File: config.mk
export PLATFORM = sky130hd
export DESIGN_NAME = wb_port_arbiter
export DESIGN_NICKNAME = d
export VERILOG_FILES = /design/src/rtl/wb_port_arbiter.sv
export SDC_FILE = /design/constraint.sdc
export NUM_CORES = 1
export LEC_CHECK = 0
export CAP_MARGIN = 20
export CORE_AREA = 4 4 51 53
export CTS_BUF_LIST = sky130_fd_sc_hd__clkbuf_4 sky130_fd_sc_hd__clkbuf_8 sky130_fd_sc_hd__clkbuf_16
export DETAILED_ROUTE_END_ITERATION = 6
export DIE_AREA = 0 0 55 57
export PLACE_DENSITY_LB_ADDON = 0.12
export RECOVER_POWER = 25
export SLEW_MARGIN = 20
export SYNTH_ARGS = -nofsm -noshare
export SYNTH_HDL_FRONTEND = slang
export SYNTH_SLANG_ARGS = --single-unit
export TNS_END_PERCENT = 50
File: constraint.sdc
create_clock -name clk -period 1.5 [get_ports clk]
set_input_delay 0.225 -clock clk [delete_from_list [all_inputs] [get_ports clk]]
set_output_delay 0.225 -clock clk [all_outputs]
set_load 0.02 [all_outputs]
File: src/rtl/wb_port_arbiter.sv
// ---------------------------------------------------------------------------
// wb_port_arbiter
//
// Shares the single register-file write port between the pipeline writeback
// stage (MEM/WB outputs) and an auxiliary writer (I/O input / interrupt
// context unit). Pipeline writeback has priority. The aux writer waits
// through a valid/ready handshake. If aux is denied for MAX_WAIT consecutive
// cycles, the arbiter freezes the pipeline for one cycle (pipe_stall) and
// gives the port to aux for that cycle.
//
// The register-file write (rf_we/rf_waddr/rf_wdata) is registered, so a
// granted write reaches the register file exactly one cycle after its grant.
//
// Ports:
//   clk           in   system clock, rising edge
//   rst           in   synchronous, active-high reset
//   wb_reg_write  in   pipeline writeback enable
//   wb_result     in   pipeline writeback data [7:0]
//   wb_reg_dist   in   pipeline destination register [1:0]
//   aux_valid     in   aux write request (addr/data held until accepted)
//   aux_addr      in   aux destination register [1:0]
//   aux_data      in   aux write data [7:0]
//   aux_ready     out  combinational grant to aux this cycle
//   pipe_stall    out  pipeline freeze request, decoded from the state register
//   rf_we         out  registered register-file write enable
//   rf_waddr      out  registered write address [1:0]
//   rf_wdata      out  registered write data [7:0]
//   force_cnt     out  saturating count of forced-stall cycles [7:0]
//                      (present only when WB_ARB_PERF_EN is defined)
//
// Parameters:
//   MAX_WAIT  consecutive denied aux cycles before a forced stall (1..15)
//   CNT_W     wait-counter width, 2**CNT_W must exceed MAX_WAIT
//
// Build option:
//   WB_ARB_PERF_EN  adds the force_cnt output and its counter.
// ---------------------------------------------------------------------------
module wb_port_arbiter #(
    parameter int unsigned MAX_WAIT = 4,
    parameter int unsigned CNT_W    = 4
) (
    input  logic       clk,
    input  logic       rst,
    input  logic       wb_reg_write,
    input  logic [7:0] wb_result,
    input  logic [1:0] wb_reg_dist,
    input  logic       aux_valid,
    input  logic [1:0] aux_addr,
    input  logic [7:0] aux_data,
    output logic       aux_ready,
    output logic       pipe_stall,
    output logic       rf_we,
    output logic [1:0] rf_waddr,
    output logic [7:0] rf_wdata
`ifdef WB_ARB_PERF_EN
    ,
    output logic [7:0] force_cnt
`endif
);

    typedef enum logic [1:0] {
        IDLE  = 2'd0,
        WAIT  = 2'd1,
        FORCE = 2'd2
    } state_t;

    state_t           state;
    logic [CNT_W-1:0] wait_cnt;
    logic [CNT_W-1:0] wait_cnt_inc;
    logic             denied;
    logic             in_force;

    // Saturating 8-bit increment used by the forced-stall counter.
    function automatic logic [7:0] sat_inc8(input logic [7:0] val);
        if (val == 8'hFF) begin
            return val;
        end
        return val + 8'd1;
    endfunction

    assign in_force     = (state == FORCE);
    assign wait_cnt_inc = wait_cnt + CNT_W'(1);

    // Outside FORCE the pipeline owns the port whenever it writes; inside
    // FORCE the wb_* inputs are ignored because MEM/WB is frozen and will
    // re-present the same write once the stall releases.
    always_comb begin
        aux_ready  = 1'b0;
        pipe_stall = 1'b0;
        if (!rst) begin
            pipe_stall = in_force;
            aux_ready  = in_force | ~wb_reg_write;
        end
    end

    assign denied = aux_valid & wb_reg_write & ~in_force;

    always_ff @(posedge clk) begin
        if (rst) begin
            state    <= IDLE;
            wait_cnt <= '0;
            rf_we    <= 1'b0;
            rf_waddr <= 2'd0;
            rf_wdata <= 8'd0;
        end else begin
            // Commit stage: load whichever writer holds the grant this cycle.
            if (in_force) begin
                if (aux_valid) begin
                    rf_we    <= 1'b1;
                    rf_waddr <= aux_addr;
                    rf_wdata <= aux_data;
                end else begin
                    // Stall still happens even if aux withdrew illegally.
                    rf_we <= 1'b0;
                end
            end else if (wb_reg_write) begin
                rf_we    <= 1'b1;
                rf_waddr <= wb_reg_dist;
                rf_wdata <= wb_result;
            end else if (aux_valid) begin
                rf_we    <= 1'b1;
                rf_waddr <= aux_addr;
                rf_wdata <= aux_data;
            end else begin
                rf_we <= 1'b0;
            end

            // Starvation tracking: wait_cnt counts consecutive denied cycles.
            unique case (state)
                IDLE: begin
                    if (denied) begin
                        wait_cnt <= CNT_W'(1);
                        state    <= (MAX_WAIT == 1) ? FORCE : WAIT;
                    end else begin
                        wait_cnt <= '0;
                        state    <= IDLE;
                    end
                end
                WAIT: begin
                    if (denied) begin
                        wait_cnt <= wait_cnt_inc;
                        state    <= (wait_cnt_inc == CNT_W'(MAX_WAIT)) ? FORCE : WAIT;
                    end else begin
                        // Accepted or withdrawn: backlog is gone.
                        wait_cnt <= '0;
                        state    <= IDLE;
                    end
                end
                FORCE: begin
                    // Exactly one stall cycle; never two in a row.
                    wait_cnt <= '0;
                    state    <= IDLE;
                end
                default: begin
                    wait_cnt <= '0;
                    state    <= IDLE;
                end
            endcase
        end
    end

`ifdef WB_ARB_PERF_EN
    always_ff @(posedge clk) begin
        if (rst) begin
            force_cnt <= 8'd0;
        end else if (in_force) begin
            force_cnt <= sat_inc8(force_cnt);
        end
    end
`endif

endmodule

==> results by group <==
Status
  – Outcome: completed

Layout
  – Non-Filler Instances: roughly 160
  – Nets@finish: ~160
  – Number of antenna diodes: 0
  – Share of cells above drive strength 1: between 10% and 20%
  – Fill cells: ~210
  – Register area: roughly 340 um2
  – Multi-input gate area: 438 um2
  – P&R area growth vs syn: 50.4%

Drt
  – Max Used Layer: met4
  – Routed wire length on met2: ~950 um
  – Drt initial violations: 6
  – Drt pass-1 iters: 3
  – # DRC: 0
  – Met3 wire length: approximately 190 um
  – DR WL/cell: between 10 and 15 um
  – Via-to-Cell Ratio: between 4 and 5
  – Vias: 779
  – M1 WL: around 880 um
  – DRT antenna net count: 0
  – Final wirelength: 2.05 mm

CTS
  – CTS tree: done
  – CTS clk-pin slew, worst paths: 90 ps
  – Sink Count: 17
  – H-tree depth: 1
  – Clk Latency, worst-skew pair: between 200 and 300 ps
  – Root cell of the clock tree: clkbuf_4
  – Max Root-Sink Buffers: 2
  – Setup bufs post-CTS: 0
  – Post-cts hold buffer count: 0
  – CTS Buf Count: 3

Yosys
  – Cell variety after synth: 20
  – Yosys warns: 0
  – #FFs+latches synth: 17
  – Mapped cell area: between 800 and 900 um2
  – Synth top area cells: dfxtp_1, mux2i_1, a21o_1, a21oi_1, nand3_1
  – Synthesized area per cell: slightly above 9 um2
  – Share of Yosys cell area claimed by the top area cell type: between 40% and 50%
  – Synth area leader: dfxtp_1
  – Mapped Nets: approximately 110
  – Register area share after synthesis: between 40% and 50%
  – Mapped Cells: between 80 and 90

GRT
  – Number of global-route vias before repair: 738
  – All-Layer GR Usage: between 10% and 20%
  – Initial antenna violation count: 0
  – Total global routing overflow: 0
  – First-pass GRT wire length: between 3 and 4 mm
  – Largest net degree at the start of global routing: 24

Setup path
  – Worst-path fanout max: 2
  – Setup CP Type: reg2out
  – Data required time at the worst endpoint: approximately 1300 ps
  – Sum of buffers and inverters on the critical path: 1
  – Worst path cell trace: clkdlybuf4s50_1
  – Crit Reg-Reg Startpoint: wait_cnt[0]
  – Critical-path top delay cell: clkdlybuf4s50_1
  – Cell family with most CP delay: buffers and inverters
  – CP peak stage delay: 610 ps
  – WP data arrival: between 1000 and 1500 ps
  – Setup crit end kind: output port
  – Crit start category: register
  – CP Launch Point: rf_wdata[0]

STA
  – Slew Limit Fails: 0
  – Period Utilization, post-route: a little over nine tenths
  – Slew at the pin closest to its max-slew limit: about 420 ps
  – Slew Limit Headroom: a little under three quarters
  – Clock skew: slightly below 4 ps
  – Fin. Hold Viols: 0
  – Final min period: ~1500 ps
  – RSZ-0062 raised after global routing: false
  – Count of final setup violators: 0
  – Final hold slack: 490 ps
  – Fmax: around 680 MHz

Placed design
  – Port Buffers: 36
  – Cell count after placement: ~150
  – Dpl hpwl: about 1.5 mm
  – Gpl congestion: 0.678

Power
  – Logic pwr share: a little over a fifth
  – PwrDens: between 700 and 800 nW/um2
  – P_sw: around 0.00024 W
  – Sw Share: 24.8%
  – Leakage power: ~0.53 nW
  – Sequential share of power: 51.1%
  – Power Internal: 0.000711 W
  – Worst VDD drop: 0.492 mV
  – Clock share of power: 27.4%

Floorplan
  – Starting Density: between 30% and 40%
  – Site Rows: 17
  – Die footprint: approximately 3100 um2
  – CORE AREA: between 2000 and 2500 um2
  – Die Ht: approximately 57 um
  – # IOs: 37
  – Width of the die: between 50 and 60 um

Worst hold path
  – HP Class: in2reg
  – HP Start: wb_reg_dist[0]

Flow run
  – Max-capacitance violation count: 0
-- sequential cells by signal, summed over array words and instances, names as in the netlist --
signal,flops
rf_wdata,8
wait_cnt,4
rf_waddr,2
state,2
rf_we,1
-- worst paths after layout --
| kind | cells past startpoint | slack, ps | end |
|---|---|---|---|
| min | 3 | 490 | rf_waddr[0] |
| max | 1 | 40 | rf_wdata[0] |
| min reg2reg | 2 | 520 | wait_cnt[2] |
| max reg2reg | 4 | 190 | state[0] |
-- cell families after synthesis --
family          after synthesis  share of synthesized area (%)
flops                        17                           41.9
buf+inv                       6                           4.16
compound gates               27                           21.0
mux                          10                           12.3
xor+xnor                      1                           1.08
fa+ha+maj                     2                           3.08
simple gates                 25                           16.5
-- synth_stat cells (all sizes together) --
cell,count
a21boi,1
a21o,10
a21oi,14
and3,1
and3b,1
and4bb,1
buf,4
clkbuf,2
dfxtp,17
ha,2
mux2i,10
nand2,2
nand2b,3
nand3,12
nor2,4
nor3,1
o21a,1
o32a,1
xor2,1
-- layer usage --
layer,vias to the layer above,GRT usage [%]
li1,400,-
met1,350,16.8
met2,25,22.1
met3,4,3.66
met4,0,6.25
met5,-,0
-- power by group through the flow --
stage / clock network [W] / logic, W / registers (W)
after floorplan: 0 / 0.0000696 / 0.000518
after global placement: 0 / 0.000217 / 0.000493
after detailed placement: 0 / 0.000221 / 0.000494
after CTS: 0.000276 / 0.000220 / 0.000484
after global routing: 0.000288 / 0.000220 / 0.000486
final: 0.000259 / 0.000204 / 0.000484
-- placed cells by master (no fill, tap or decap), drive strengths merged, types with 2 or more instances in the layout --
master	count
clkdlybuf4s50	29
dfxtp	17
a21oi	14
nand3	12
mux2i	10
a21o	10
clkbuf	10
buf	7
nor2	4
nand2b	3
nand2	2
ha	2
-- metrics by stage --
step	area, um2	utilization [%]	TNS [ps]	setup slack, ps	total power [W]
after floorplan	812	-	0	226	0.000588
after global routing	1220	56.8	0	1.53	0.000994
after detailed placement	1240	57.7	-457	-206	0.000715
after CTS	1260	58.8	0	11.7	0.000980
after global placement	1240	57.7	-384	-203	0.000710
final	1220	56.8	0	36.9	0.000947
-- area by class of cell --
| class | count | area share, % |
|---|---|---|
| clock buffer | 4 | 2.46 |
| multi-input combinational | 65 | 35.9 |
| sequential | 17 | 27.9 |
| tap | 28 | 2.87 |
| timing repair buffer | 43 | 30.9 |
-- timing repair --
| item | 4_1_cts | 5_1_grt |
|---|---|---|
| endpoints found under the setup margin | 2 | 6 |
| gates cloned | 0 | 0 |
| gates resized for setup | 6 | 6 |
Note: power is estimated with default switching activity, not from simulation.
